File: config.mk
export PLATFORM = sky130hd
export DESIGN_NAME = insn_fetch_queue
export DESIGN_NICKNAME = d
export VERILOG_FILES = /design/src/rtl/insn_fetch_queue.sv
export SDC_FILE = /design/constraint.sdc
export NUM_CORES = 1
export LEC_CHECK = 0
export ABC_AREA = 1
export CAP_MARGIN = 20
export CORE_ASPECT_RATIO = 1.5
export CORE_MARGIN = 2
export CORE_UTILIZATION = 40
export CTS_BUF_LIST = sky130_fd_sc_hd__clkbuf_16
export DETAILED_ROUTE_END_ITERATION = 10
export HOLD_SLACK_MARGIN = 0.15
export PLACE_DENSITY = 0.66
export SYNTH_ARGS = -nofsm -noshare
export SYNTH_HDL_FRONTEND = slang
export SYNTH_SLANG_ARGS = --single-unit
File: constraint.sdc
create_clock -name clk -period 3.9 [get_ports clk]
set_input_delay 0.78 -clock clk [delete_from_list [all_inputs] [get_ports clk]]
set_output_delay 0.78 -clock clk [all_outputs]
set_load 0.02 [all_outputs]
File: src/rtl/insn_fetch_queue.sv
// Instruction fetch front end: owns the PC, issues one request per cycle to a synchronous
// instruction memory and buffers responses in a prefetch FIFO. Optional: FETCH_BYPASS_EN.
module insn_fetch_queue #(
  parameter int unsigned MEM_INSN_ADDR = 16,
  parameter int unsigned LEN_INSN = 32,
  parameter int unsigned DEPTH = 4,
  parameter logic [MEM_INSN_ADDR-1:0] RESET_ADDR = '0
) (
  input  logic                     clk,
  input  logic                     rst,
  output logic                     imem_req_o,
  output logic [MEM_INSN_ADDR-1:0] imem_addr_o,
  input  logic [LEN_INSN-1:0]      imem_data_i,
  input  logic                     redirect_i,
  input  logic                     redirect_rel_i,
  input  logic [MEM_INSN_ADDR-1:0] redirect_base_i,
  input  logic [MEM_INSN_ADDR-1:0] redirect_off_i,
  output logic                     valid_o,
  output logic [LEN_INSN-1:0]      insn_o,
  output logic [MEM_INSN_ADDR-1:0] pc_o,
  input  logic                     stall_i,
  output logic                     stall_o
);

  localparam int unsigned PTR_W = $clog2(DEPTH);
  localparam int unsigned CNT_W = PTR_W + 1;

  logic [MEM_INSN_ADDR-1:0] pc_q, pc_d;
  logic [MEM_INSN_ADDR-1:0] tag_q, tag_d;
  logic                     inflight_q, inflight_d;
  logic                     kill_q, kill_d;
  logic [PTR_W-1:0]         rd_ptr_q, rd_ptr_d;
  logic [PTR_W-1:0]         wr_ptr_q, wr_ptr_d;
  logic [CNT_W-1:0]         count_q, count_d;

  logic [LEN_INSN-1:0]      insn_mem [DEPTH];
  logic [MEM_INSN_ADDR-1:0] pc_mem   [DEPTH];

  logic [CNT_W-1:0]         occupancy;
  logic [MEM_INSN_ADDR-1:0] target;
  logic                     fifo_empty;
  logic                     fifo_full;
  logic                     req;
  logic                     resp_live;
  logic                     bypass;
  logic                     push;
  logic                     pop;

  // Occupancy reserves a slot for the in-flight response so it can never overflow the FIFO.
  assign occupancy  = count_q + CNT_W'(inflight_q);
  assign fifo_empty = (count_q == '0);
  assign fifo_full  = (count_q == CNT_W'(DEPTH));
  assign target     = redirect_rel_i ? (redirect_base_i + redirect_off_i) : redirect_off_i;
  assign req        = rst && !redirect_i && (occupancy < CNT_W'(DEPTH));
  assign resp_live  = inflight_q && !kill_q && !redirect_i;

`ifdef FETCH_BYPASS_EN
  assign bypass = fifo_empty && resp_live && !stall_i;
`else
  assign bypass = 1'b0;
`endif

  assign push = resp_live && !bypass;
  assign pop  = !fifo_empty && !stall_i;

  always_comb begin
    pc_d       = pc_q;
    tag_d      = tag_q;
    inflight_d = req;
    kill_d     = redirect_i && inflight_q;
    rd_ptr_d   = rd_ptr_q;
    wr_ptr_d   = wr_ptr_q;
    count_d    = count_q;
    if (req) begin
      tag_d = pc_q;
    end
    if (redirect_i) begin
      // Redirect wins over any push or pop in the same cycle.
      pc_d     = target;
      rd_ptr_d = '0;
      wr_ptr_d = '0;
      count_d  = '0;
    end else begin
      if (req) begin
        pc_d = pc_q + MEM_INSN_ADDR'(1);
      end
      if (push) begin
        wr_ptr_d = wr_ptr_q + PTR_W'(1);
      end
      if (pop) begin
        rd_ptr_d = rd_ptr_q + PTR_W'(1);
      end
      case ({push, pop})
        2'b10:   count_d = count_q + CNT_W'(1);
        2'b01:   count_d = count_q - CNT_W'(1);
        default: count_d = count_q;
      endcase
    end
  end

  always_ff @(posedge clk or negedge rst) begin
    if (!rst) begin
      pc_q       <= RESET_ADDR;
      tag_q      <= '0;
      inflight_q <= 1'b0;
      kill_q     <= 1'b0;
      rd_ptr_q   <= '0;
      wr_ptr_q   <= '0;
      count_q    <= '0;
    end else begin
      pc_q       <= pc_d;
      tag_q      <= tag_d;
      inflight_q <= inflight_d;
      kill_q     <= kill_d;
      rd_ptr_q   <= rd_ptr_d;
      wr_ptr_q   <= wr_ptr_d;
      count_q    <= count_d;
    end
  end

  always_ff @(posedge clk) begin
    if (push) begin
      insn_mem[wr_ptr_q] <= imem_data_i;
      pc_mem[wr_ptr_q]   <= tag_q;
    end
  end

  always_comb begin
    valid_o = 1'b0;
    insn_o  = '0;
    pc_o    = '0;
    if (bypass) begin
      valid_o = 1'b1;
      insn_o  = imem_data_i;
      pc_o    = tag_q;
    end else if (!fifo_empty) begin
      valid_o = 1'b1;
      insn_o  = insn_mem[rd_ptr_q];
      pc_o    = pc_mem[rd_ptr_q];
    end
  end

  assign imem_req_o  = req;
  assign imem_addr_o = pc_q;
  assign stall_o     = fifo_full;

endmodule
==> results.ini, run 1 <==
[global_routing]
grt_max_degree=60
grt_pass1_wl_um=38540
overflow=0
grt_pass1_vias=7805
antenna_found_initial=0
grt_use_total_pct=17.42

[setup_path]
critPathArrivalTime_ns=2.83
reg2reg_setup_slack_ns=1.22
r2r_cells=9
r2r-end=count_q[2]$_DFFE_PN0P_
crit_path_start_kind=flop
regToRegStartpoint=count_q[0]$_DFFE_PN0P_
worstPathMaxFanout=47
crit_type=flop to output pin
startpoint=rd_ptr_q[0]$_DFFE_PN0P_
end_kind=output pin
required_ns=3.12

[clock_tree]
post-cts-setup-buffers=0
clock_latency_ns=0.50
cts_tree=yes
numCtsBuffers=21
ctsRootBufferMaster=clkbuf_16
holdBufCountCts=0
cts_sinks=233
clk_pin_slew_worst_paths_ns=0.07
htree_levels=1
cts-resized-gates=0
clock_path_buffers=3

[timing]
setup_violations=0
slew_viol_final=0
rsz0062_at_grt=false
hold_viol_final=0
worst_slew_pin_slew_ns=0.9493
timing.fmax_ghz=0.2772
finalCritPeriodShare_pct=92.51
relSlewSlack_pct=36.51
setup-tns-final_ns=0
clock_skew_ns=0.02035
period_needed_ns=3.608

[drt]
wire_per_inst_um=15.55
drc=0
drt_wl_total_um=24280
vias_per_cell=5.019
first_iter_violations=440
antenna_left=0
first_pass_iters=5
routed-via-count=7834

[logic_synthesis]
ys_async_sr_fraction_pct=17.60
synth_flop_cell=edfxtp_1
synthCells=1080
ys.warnings.count=0
avgSynthCellArea_um2=9.890
ys_ff_latch=233
synth_area_leader_cell=edfxtp_1
ys_seq_area_share_pct=63.58
synth.area.top_cells=edfxtp_1 54%, dfrtp_1 9.6%, nor2_1 9.1%
synth_top_area_share_pct=53.98
synth_edf_count=192
ys_types=36
syn-cell-area_mm2=0.01068
syn_nets=1171

[final_layout]
stdcell_area_mm2=0.01325
areaGrowthSynthToFinish_pct=24.07
mostFrequentLayoutCells=254 x nor2_1, 192 x edfxtp_1, 156 x nand2_1
n_antenna_cell=0
mostFrequentLayoutCell=nor2_1
nets=1301
drive_gt1_share_pct=6.373

[power_and_ir_drop]
powerDensity_mw_per_mm2=595.6
total_leakage_power_nw=5.105
ir_drop_uv=355.1

[place]
portBuffers=135
place_hpwl_um=15690
routabilityCongestion=0.8498
dpl_cell_area_mm2=0.01249

[die]
coreArea_mm2=0.02640
die-area_mm2=0.02805
io_pins=136
die_h_um=204.1
start_util_pct=40.47
fp.dieW_um=137.4
rows=73

[job]
maxCapViolCount=0

[min_path]
hp-class=primary input to asynchronous set/reset pin

[outcome]
run_status=completed

[per-stage QoR]
stage	worst slack (ns)	utilization, %	std cells	hold WS, ns	power [mW]
finish	0.2919	50.21	1561	0.4232	7.894
global route	0.05791	50.21	1561	0.4703	8.301
detailed placement	0.7788	47.33	1524	0.5022	5.747
floorplan	0.3280	-	1080	0.4763	4.569
global placement	0.7696	47.33	1524	0.4898	5.707
CTS	0.2564	50.21	1561	0.4582	7.971
[report_power, final]
part / internal, mW / leakage, nW / switching (mW)
Clock: 1.36 / 0.381 / 0.857
Combinational: 1.04 / 2.49 / 1.44
Sequential: 2.95 / 2.23 / 0.246
Total: 5.35 / 5.10 / 2.55
[cells by family after synthesis]
group                    after synthesis  share of synthesized area (%)
AO/OA/AOI/OAI                        212                          10.20
XOR/XNOR                              10                         0.8199
adder cells (fa/ha/maj)               22                          2.718
buffers and inverters                127                          4.826
flip-flops                           233                          63.58
AND/OR/NAND/NOR                      476                          17.85
[worst max-delay path by stage]
| stage | to | slack [ns] | depth (start not counted) |
|---|---|---|---|
| after floorplan | insn_mem[0][0]$_DFFE_PP_ | 0.33 | 3 |
| after global routing | pc_o[10] | 0.06 | 6 |
| final | pc_o[8] | 0.29 | 6 |
| after global placement | pc_o[8] | 0.77 | 6 |
| after detailed placement | pc_o[8] | 0.78 | 6 |
| after CTS | pc_o[8] | 0.26 | 6 |
[metal layers]
layer	GRT usage [%]	vias up	wire length (µm)
met5	0	-	0
met4	6.554	0	715
met3	2.406	48	1205
met2	32.41	200	12610
met1	19.89	3683	9746
li1	-	3903	-
[cell type report]
class | instances | area, µm²
repair buffers | 155 | 1572
flip-flops and latches | 233 | 6797
clock buffers | 22 | 550.5
multi-input cells | 720 | 3405
well taps | 337 | 421.7
fillers | 2329 | 13140
clock inverters | 15 | 209.0
inverters | 79 | 299.0
[critical path: stages (launching register included)]
cell             delay (ns)
dfrtp_4                0.79
buf_4                  0.36
nor2_1                 0.08
nor2_1                 0.08
o21ai_0                0.08
a21oi_1                0.28
clkdlybuf4s50_1        0.66
[sequential cells by signal (all words and copies together), names as in the netlist]
| name | cells |
|---|---|
| imem_addr_o | 16 |
| tag_q | 16 |
| pc_mem | 64 |
| count_q | 3 |
| insn_mem | 128 |
| kill_q | 1 |
| rd_ptr_q | 2 |
| wr_ptr_q | 2 |
| inflight_q | 1 |
[cell usage after synthesis (all sizes together) (2+ instances only)]
cell type / number
a211oi: 3
a21oi: 75
a31oi: 2
buf: 23
clkbuf: 25
dfrtp: 41
edfxtp: 192
fa: 2
ha: 20
inv: 79
nand2: 159
nand3: 38
nand4: 5
nor2: 260
nor3: 12
o21ai: 128
xnor2: 4
xor2: 6
No activity file was read; power rests on OpenSTA's default activity.
==> run 2, diff against run 1 <==
SLEW_MARGIN = 40   (was not set)
==> results.ini, run 2 (synthesized netlist as in run 1, its figures left out) <==
[final_layout]
n_antenna_cell=0  ; unchanged
top_regs=insn_mem (128), pc_mem (64)
mostFrequentLayoutCells=254 x nor2_1, 192 x edfxtp_1, 156 x nand2_1
drive_gt1_share_pct=6.444  ; +0.071 points
nets=1302  ; +0.077%
mostFrequentLayoutCell=nor2_1
final_util_pct=50.20  ; about the same
top_register=insn_mem
largest_reg_flops=128  ; unchanged
areaGrowthSynthToFinish_pct=24.06  ; about the same

[clock_tree]
clock_latency_ns=0.50  ; about the same
ctsRootBufferMaster=clkbuf_16
htree_levels=1  ; unchanged
cts-resized-gates=0  ; unchanged
cts_tree=yes
clk_pin_slew_worst_paths_ns=0.07  ; about the same
clock_path_buffers=3  ; unchanged
holdBufCountCts=0  ; unchanged
cts_sinks=233  ; unchanged
numCtsBuffers=21  ; unchanged
post-cts-setup-buffers=0  ; unchanged

[setup_path]
end_kind=output pin
crit_type=flop to output pin
cpMostUsedCell=nor2_1
reg2reg_setup_slack_ns=1.60  ; +0.38 ns
path_cells=buf_4 -> nor2_1 -> nor2_1 -> o21ai_0 -> a21oi_1 -> clkdlybuf4s50_1
slowest_delay_ns=0.78  ; about the same
required_ns=3.12  ; about the same
crit_path_start_kind=flop
worstPathMaxFanout=47  ; unchanged
cp_slowest_cell=dfrtp_4
critPathArrivalTime_ns=2.87  ; +0.04 ns

[drt]
routed-via-count=7912  ; +1.0%
drt_wl_total_um=24320  ; +0.17%
first_iter_violations=475  ; +8.0%
antenna_left=0  ; unchanged
vias_per_cell=5.062  ; +0.87%
wire_per_inst_um=15.56  ; about the same
drc=0  ; unchanged
first_pass_iters=5  ; unchanged

[job]
maxCapViolCount=0  ; unchanged

[die]
io_pins=136  ; unchanged
fp.dieW_um=137.4  ; unchanged
coreArea_mm2=0.02640  ; unchanged
rows=73  ; unchanged
start_util_pct=40.47  ; unchanged
die_h_um=204.1  ; unchanged
die-area_mm2=0.02805  ; unchanged

[timing]
hold_viol_final=0  ; unchanged
timing.fmax_ghz=0.2739  ; -1.2%
setup_violations=0  ; unchanged
rsz0062_at_grt=false
setup-tns-final_ns=0  ; unchanged
slew_viol_final=0  ; unchanged
period_needed_ns=3.651  ; +0.04260 ns
finalCritPeriodShare_pct=93.61  ; +1.1 points
clock_skew_ns=0.01358  ; -0.006769 ns
relSlewSlack_pct=61.52  ; +25 points
worst_slew_pin_slew_ns=0.5764  ; -0.3730 ns

[global_routing]
grt_pass1_wl_um=38330  ; -0.54%
overflow=0  ; unchanged
antenna_found_initial=0  ; unchanged
grt_use_total_pct=17.36  ; -0.061 points
grt_max_degree=60  ; unchanged
grt_pass1_vias=7758  ; -0.60%

[power_and_ir_drop]
cell_internal_pwr_mw=5.323  ; -0.44%
clkPwrFrac_pct=27.8  ; -0.3 points
ir_drop_uv=326.7  ; -8.0%
powerDensity_mw_per_mm2=595.4  ; about the same
total_leakage_power_nw=5.105  ; about the same
power_frac_comb_pct=31.7  ; +0.3 points
p_sw_mw=2.567  ; +0.76%
seq_power_share_pct=40.5  ; about the same
switching_share_pct=32.53  ; +0.26 points

[outcome]
run_status=completed

[min_path]
hp-class=primary input to asynchronous set/reset pin

[place]
place_hpwl_um=15740  ; +0.26%
routabilityCongestion=0.8498  ; unchanged
portBuffers=135  ; unchanged

==> run 2: cell types whose count changed in the layout (fill, tap and decap cells not counted), sizes merged <==
cell    delta
clkinv     +3
buf        +1
clkbuf     -1
inv        -1
==> run 2: critical path: cells and delay by family, from the launching register on <==
family | cells | cell delay, ns
AND/OR/NAND/NOR | 2 | 0.16
buffers and inverters | 2 | 1.03
AO/OA/AOI/OAI | 2 | 0.38
flip-flops | 1 | 0.78
==> run 2: metrics by stage <==
step | instance area (µm²) | instances | power, mW | setup WS, ns | hold WS [ns]
2_1_floorplan | 10680 | 1080 | 4.569 | 0.3280 | 0.4763
3_3_place_gp | 12490 | 1524 | 5.707 | 0.7696 | 0.4898
3_5_place_dp | 12510 | 1525 | 5.766 | 0.7722 | 0.5022
4_1_cts | 13250 | 1563 | 7.966 | 0.2365 | 0.4640
5_1_grt | 13250 | 1563 | 8.292 | 0.07078 | 0.4861
6_report | 13250 | 1563 | 7.890 | 0.2493 | 0.4364
==> run 2: final timing paths <==
check	from	to	cells after the start
setup / recovery	rd_ptr_q[0]$_DFFE_PN0P_	pc_o[8]	6
hold reg to reg	tag_q[11]$_DFFE_PN0P_	pc_mem[0][11]$_DFFE_PP_	0
min in group clk	tag_q[11]$_DFFE_PN0P_	pc_mem[0][11]$_DFFE_PP_	0
setup reg to reg	count_q[0]$_DFFE_PN0P_	count_q[2]$_DFFE_PN0P_	9
hold / removal	rst	imem_addr_o[10]$_DFFE_PN0P_	2
max in group asynchronous	rst	rd_ptr_q[0]$_DFFE_PN0P_	2
==> run 2: layer usage <==
layer  GRT usage, %  wire length (µm)
met1          19.83              9565
met5              0                 0
met2          31.89             12660
met3          2.579              1360
met4          7.069               729
==> run 2: area by class of cell <==
class	count	area, µm²
well taps	337	421.7
flip-flops and latches	233	6797
repair buffers	156	1587
multi-input cells	720	3405
clock buffers	21	525.5
inverters	79	299.0
fillers	2337	13150
clock inverters	17	217.7
==> run 2: power by group through the flow <==
stage | Combinational [mW] | Sequential, mW | Clock (mW)
after floorplan | 1.40 | 3.17 | 0
after global routing | 2.73 | 3.23 | 2.33
after CTS | 2.53 | 3.19 | 2.24
final | 2.50 | 3.19 | 2.20
after detailed placement | 2.52 | 3.24 | 0
after global placement | 2.48 | 3.23 | 0
==> run 3, diff against run 2 <==
ABC_CLOCK_PERIOD_IN_PS = 3900   (was not set)
==> results of run 3 <==
No change in the layout: final DEF, timing and power equal those of run 2.
